[src/rtl/memory_unit.sv]
// SAP-1 memory stage: MAR, MDR and a 16x8 RAM.
// The RAM is read combinationally onto the shared bus and written from the
// MDR under control_block strobes. A valid/ready loader fills the RAM from
// the chip pins before the CPU runs.
//
// state   | meaning
// --------+---------------------------------------------------------------
// ST_RUN  | CPU owns the block; control strobes update MAR/MDR/RAM
// ST_PROG | loader owns the RAM; bytes stream into RAM[counter]
// ST_DONE | all locations loaded; waits for prog_mode to drop
module memory_unit #(
  parameter int ADDR_W = 4,
  parameter int DATA_W = 8
) (
  input  logic              clk,
  input  logic              rst_n,
  input  logic [DATA_W-1:0] bus_in,
  input  logic              mar_addr_load_n,
  input  logic              mar_mem_load_n,
  input  logic              ram_en_n,
  input  logic              ram_load_n,
  output logic [DATA_W-1:0] bus_out,
  output logic              bus_oe,
  input  logic              prog_mode,
  input  logic              prog_valid,
  input  logic [DATA_W-1:0] prog_data,
  output logic              prog_ready,
  output logic              prog_done
);

  localparam int DEPTH = 2 ** ADDR_W;

  typedef enum logic [1:0] {
    ST_RUN  = 2'd0,
    ST_PROG = 2'd1,
    ST_DONE = 2'd2
  } state_t;

  state_t            state_q, state_d;
  logic [ADDR_W-1:0] cnt_q, cnt_d;
  logic [ADDR_W-1:0] mar_q, mar_d;
  logic [DATA_W-1:0] mdr_q, mdr_d;
  logic              rdy_q, done_q;
  logic [DATA_W-1:0] mem_q [DEPTH];

  logic              wr_en;
  logic [ADDR_W-1:0] wr_addr;
  logic [DATA_W-1:0] wr_data;

  // Next-state, register-update and single RAM write-port selection
  always_comb begin
    state_d = state_q;
    cnt_d   = cnt_q;
    mar_d   = mar_q;
    mdr_d   = mdr_q;
    wr_en   = 1'b0;
    wr_addr = mar_q;
    wr_data = mdr_q;
    case (state_q)
      ST_RUN: begin
        if (!mar_addr_load_n) mar_d = bus_in[ADDR_W-1:0];
        if (!mar_mem_load_n)  mdr_d = bus_in;
        // Write uses pre-edge MAR and MDR even if they load this cycle
        if (!ram_load_n)      wr_en = 1'b1;
        if (prog_mode) begin
          state_d = ST_PROG;
          cnt_d   = '0;
        end
      end
      ST_PROG: begin
        // prog_ready is always high here, so a valid byte is a transfer
        if (prog_valid) begin
          wr_en   = 1'b1;
          wr_addr = cnt_q;
          wr_data = prog_data;
          cnt_d   = cnt_q + 1'b1;
          if (cnt_q == {ADDR_W{1'b1}}) state_d = ST_DONE;
        end
        if (!prog_mode) state_d = ST_RUN;
      end
      ST_DONE: begin
        if (!prog_mode) state_d = ST_RUN;
      end
      default: state_d = ST_RUN;
    endcase
  end

  // Loader FSM plus MAR/MDR; handshake flags registered from the next state
  always_ff @(posedge clk or negedge rst_n) begin
    if (!rst_n) begin
      state_q <= ST_RUN;
      cnt_q   <= '0;
      mar_q   <= '0;
      mdr_q   <= '0;
      rdy_q   <= 1'b0;
      done_q  <= 1'b0;
    end else begin
      state_q <= state_d;
      cnt_q   <= cnt_d;
      mar_q   <= mar_d;
      mdr_q   <= mdr_d;
      rdy_q   <= (state_d == ST_PROG);
      done_q  <= (state_d == ST_DONE);
    end
  end

  // RAM array; cleared on reset so a partial program never survives it
  always_ff @(posedge clk or negedge rst_n) begin
    if (!rst_n) begin
      for (int i = 0; i < DEPTH; i++) mem_q[i] <= '0;
    end else if (wr_en) begin
      mem_q[wr_addr] <= wr_data;
    end
  end

  // rst_n gates the bus driver because the state flop reads RUN during reset
  assign bus_oe     = rst_n & (state_q == ST_RUN) & ~ram_en_n;
  assign bus_out    = bus_oe ? mem_q[mar_q] : '0;
  assign prog_ready = rdy_q;
  assign prog_done  = done_q;

endmodule
[config.mk]
export PLATFORM = sky130hd
export DESIGN_NAME = memory_unit
export DESIGN_NICKNAME = d
export VERILOG_FILES = /design/src/rtl/memory_unit.sv
export SDC_FILE = /design/constraint.sdc
export NUM_CORES = 1
export LEC_CHECK = 0
export CAP_MARGIN = 20
export CORE_UTILIZATION = 50
export DETAILED_ROUTE_END_ITERATION = 16
export GPL_TIMING_DRIVEN = 0
export PLACE_DENSITY = 0.69
export SETUP_SLACK_MARGIN = 0.3
export SLEW_MARGIN = 20
export SYNTH_ARGS = -nofsm -noshare
export SYNTH_HDL_FRONTEND = slang
export SYNTH_SLANG_ARGS = --single-unit
[constraint.sdc]
create_clock -name clk -period 2 [get_ports clk]
set_input_delay 0.4 -clock clk [delete_from_list [all_inputs] [get_ports clk]]
set_output_delay 0.4 -clock clk [all_outputs]
set_load 0.03 [all_outputs]
==> summary.txt <==
Pwr
  – Final Total Pwr: 12.2 mW
  – Worst IR Drop VDD: 0.735 mV
  – Cell Pwr Density: 1320 nW/um^2
  – Cell leakage power: 3.89 nW

Placed design
  – Placer's final routability congestion estimate: 0.766
  – HPWL after detailed placement: 10.2 mm
  – Placed standard-cell area: 7910 sq um
  – Worst setup slack before clock tree synthesis: -1190 ps
  – Number of port buffers: 34

Yosys
  – Summed instance area of the synthesized netlist: 7110 sq um
  – Number of synthesized flops with an enable pin: 0
  – Flops & latches, synth: 148
  – Most instantiated library cell after synthesis: sky130_fd_sc_hd__dfrtp_1
  – Top_reg_cell synth: sky130_fd_sc_hd__dfrtp_1
  – Post-synth top area share: 52.1%
  – Total number of yosys warnings: 0
  – Synth Net Count: 466
  – Cell types with the highest counts after synthesis: 148 x sky130_fd_sc_hd__dfrtp_1, 137 x sky130_fd_sc_hd__mux2_2, 32 x sky130_fd_sc_hd__mux4_2
  – Mean instance size in the synthesized netlist: 16.1 sq um
  – Synth async-reset ratio: 100%
  – Instance count of the mapped netlist: 441
  – Synth area leaders: sky130_fd_sc_hd__dfrtp_1 52%, sky130_fd_sc_hd__mux2_2 22%, sky130_fd_sc_hd__mux4_2 10%
  – Synth unique cells: 37
  – Sequential area share after synthesis: 52.1%
  – Cell type contributing the most total cell area after synthesis: sky130_fd_sc_hd__dfrtp_1

Outcome
  – Failing checks: hold timing, setup timing
  – Run status: finished, violations left

Layout
  – Net count of the finished layout: 542
  – Fillers: 919
  – Fraction of layout cells with a size suffix above 1: 61.0%
  – Sequential cell area: 3700 sq um
  – Final non-filler cell area: 9290 sq um
  – Area of combinational cells with multiple inputs: 3790 sq um
  – Antenna fix cells: 0
  – Signed area change from the synthesized netlist to the final layout: 30.8%

Route
  – Detailed-route vias per instance: 5.85
  – Drt pass-1 iters: 4
  – Residual antenna-violating net count after detailed routing: 0
  – Iteration-0 DRC Markers: 152
  – Overall via count from detail_route: 4144
  – Wirelength per Cell: 22.5 um
  – Post-route DRC violation count: 0
  – Total Routed Length: 15.9 mm

STA
  – Highest clock frequency the design can meet: 0.393 GHz
  – Minimum hold slack: -137 ps
  – Slew Limit Fails: 0
  – Unrepaired setup endpoints after global routing: true
  – Endpoints failing setup: 136
  – Final period utilization: 127%
  – Final worst path period need: 2550 ps
  – Worst path setup slack after routing: -546 ps
  – Actual slew at the worst max-slew pin: 598 ps
  – Max-slew headroom: 60.0%
  – Final hold vios: 74
  – Skew final: 7.94 ps

GRT
  – Total global routing overflow: 0
  – Antenna violations before repair: 0
  – Wire length of the first global-routing pass: 25.6 mm
  – Pin count of the biggest net entering global routing: 77
  – Via count of the first global-routing pass: 4488
  – All-layer global routing usage: 24.1%

Critical path
  – Crit-path max FO: 10
  – Nature of the critical path startpoint: flop
  – Critical Path Sink Type: output pin
  – CP Data Arrival Time: 2150 ps
  – Critical path type: flop to output pin
  – Data required time at the worst endpoint: 1600 ps

CTS
  – Maximum clock path buffer count: 2
  – Cts bufs inserted: 17
  – CTS tree: built
  – Insertion delay of the later-clocked pin in the worst-skew pair: 430 ps
  – Number of H-tree levels: 4
  – Sinks on the clock net: 148
  – Cell at the root of the clock tree: sky130_fd_sc_hd__clkbuf_16
  – Clock transition at the registers of the reported paths: 60 ps

Die
  – Horizontal die dimension: 121 um
  – Die height: 121 um
  – Die area: 14700 sq um
  – Starting Density: 51.2%
  – Core area: 13900 sq um
  – Boundary Pins: 35
  – Floorplan row count: 43

Worst hold path
  – Class of the most critical hold timing path: input pin to asynchronous set/reset pin

Flow run
  – Number of max-capacitance violations reported: 0
[layout make-up]
type                            instances  area share [%]
Buffer                                 26            2.90
Clock buffer                           20            4.92
Clock inverter                         10            1.44
Inverter                                1          0.0404
Multi-Input combinational cell        266            40.8
Sequential cell                       148            39.9
Tap cell                              180            2.42
Timing Repair Buffer                   57            7.59
[metal layers]
layer | part of all wire (%) | up-vias | GRT usage, % | wire length (um)
met4 | 1.9 | 0 | 8.56 | 305
met5 | 0 | - | 0 | 0
met2 | 50 | 59 | 39.0 | 7920
met1 | 46 | 2219 | 32.8 | 7310
li1 | - | 1842 | - | -
met3 | 2.5 | 24 | 4.37 | 401
[sequential cells by signal, summed over array words and instances, names as in the netlist]
register and cells:
mem_q 128, prog_done 1, mar_q 4, prog_ready 1
state_q 2, cnt_q 4, mdr_q 8
[worst paths after layout]
kind	from	end	slack, ps	depth (start not counted)
hold reg to reg	mem_q[106]$_DFFE_PN0P_	mem_q[106]$_DFFE_PN0P_	500	1
hold / removal	rst_n	state_q[1]$_DFF_PN0_	-140	1
setup / recovery	mar_q[0]$_DFFE_PN0P_	bus_out[7]	-550	6
max in group asynchronous	rst_n	mem_q[109]$_DFFE_PN0P_	1430	2
setup reg to reg	mar_q[0]$_DFFE_PN0P_	mem_q[39]$_DFFE_PN0P_	-420	8
min in group clk	mem_q[106]$_DFFE_PN0P_	mem_q[106]$_DFFE_PN0P_	500	1
[metrics by stage]
stage	utilization [%]	instances	setup TNS (ps)
after floorplan	-	441	-1570
after global placement	56.7	655	-922250
after detailed placement	57.0	656	-108470
after CTS	65.2	701	-28820
after global routing	66.9	708	-41180
final	66.9	708	-31960
[worst max-delay path, stage by stage, from the launching register on]
cell and delay, ps:
sky130_fd_sc_hd__dfrtp_1 370, sky130_fd_sc_hd__buf_12 170, sky130_fd_sc_hd__buf_16 150, sky130_fd_sc_hd__mux4_2 530
sky130_fd_sc_hd__mux2i_4 210, sky130_fd_sc_hd__o22ai_4 110, sky130_fd_sc_hd__buf_6 160
[layout by cell type (no fill, tap or decap), types with 3 or more instances in the layout]
cell,netlist,routed
sky130_fd_sc_hd__clkbuf_8,0,3
sky130_fd_sc_hd__buf_12,0,12
sky130_fd_sc_hd__nand3_1,3,3
sky130_fd_sc_hd__o22ai_4,0,8
sky130_fd_sc_hd__buf_4,1,14
sky130_fd_sc_hd__mux2_2,137,119
sky130_fd_sc_hd__clkinv_2,0,4
sky130_fd_sc_hd__bufinv_16,0,3
sky130_fd_sc_hd__mux2_4,0,33
sky130_fd_sc_hd__clkbuf_1,14,6
sky130_fd_sc_hd__mux4_2,32,32
sky130_fd_sc_hd__nor2_1,5,5
sky130_fd_sc_hd__clkbuf_16,0,20
sky130_fd_sc_hd__buf_16,0,3
sky130_fd_sc_hd__nor4_4,8,8
sky130_fd_sc_hd__mux2i_4,0,17
sky130_fd_sc_hd__buf_6,2,10
sky130_fd_sc_hd__dfrtp_1,148,147
sky130_fd_sc_hd__clkdlybuf4s50_1,0,21
sky130_fd_sc_hd__nand4_4,7,7
sky130_fd_sc_hd__buf_8,0,3
sky130_fd_sc_hd__nand2_1,6,5
sky130_fd_sc_hd__buf_2,5,3
sky130_fd_sc_hd__a22o_1,4,4
sky130_fd_sc_hd__clkbuf_2,0,3
sky130_fd_sc_hd__dlygate4sd2_1,0,3
[what timing repair did]
item	CTS	global route
cloned	1	2
pin swaps	13	7
setup endpoints to repair	151	149
hold endpoints to repair	74	74
resized for setup	130	39
setup buffers	14	5
[where the power goes]
part | switching, mW | internal, mW | leakage, nW
logic | 1.62 | 2.49 | 1.76
registers | 0.647 | 4.29 | 1.84
clock network | 1.19 | 2.00 | 0.288
total | 3.45 | 8.78 | 3.89
[kinds of logic (layout without fill, tap and decap cells)]
family | count (synthesis) | in the layout | synth area share, %
mux | 203 | 203 | 37.1
flops | 148 | 148 | 52.1
simple gates | 42 | 42 | 6.83
buf+inv | 27 | 114 | 1.78
compound gates | 20 | 20 | 2.03
fa+ha+maj | 1 | 1 | 0.176
No activity file was read; power rests on OpenSTA's default activity.
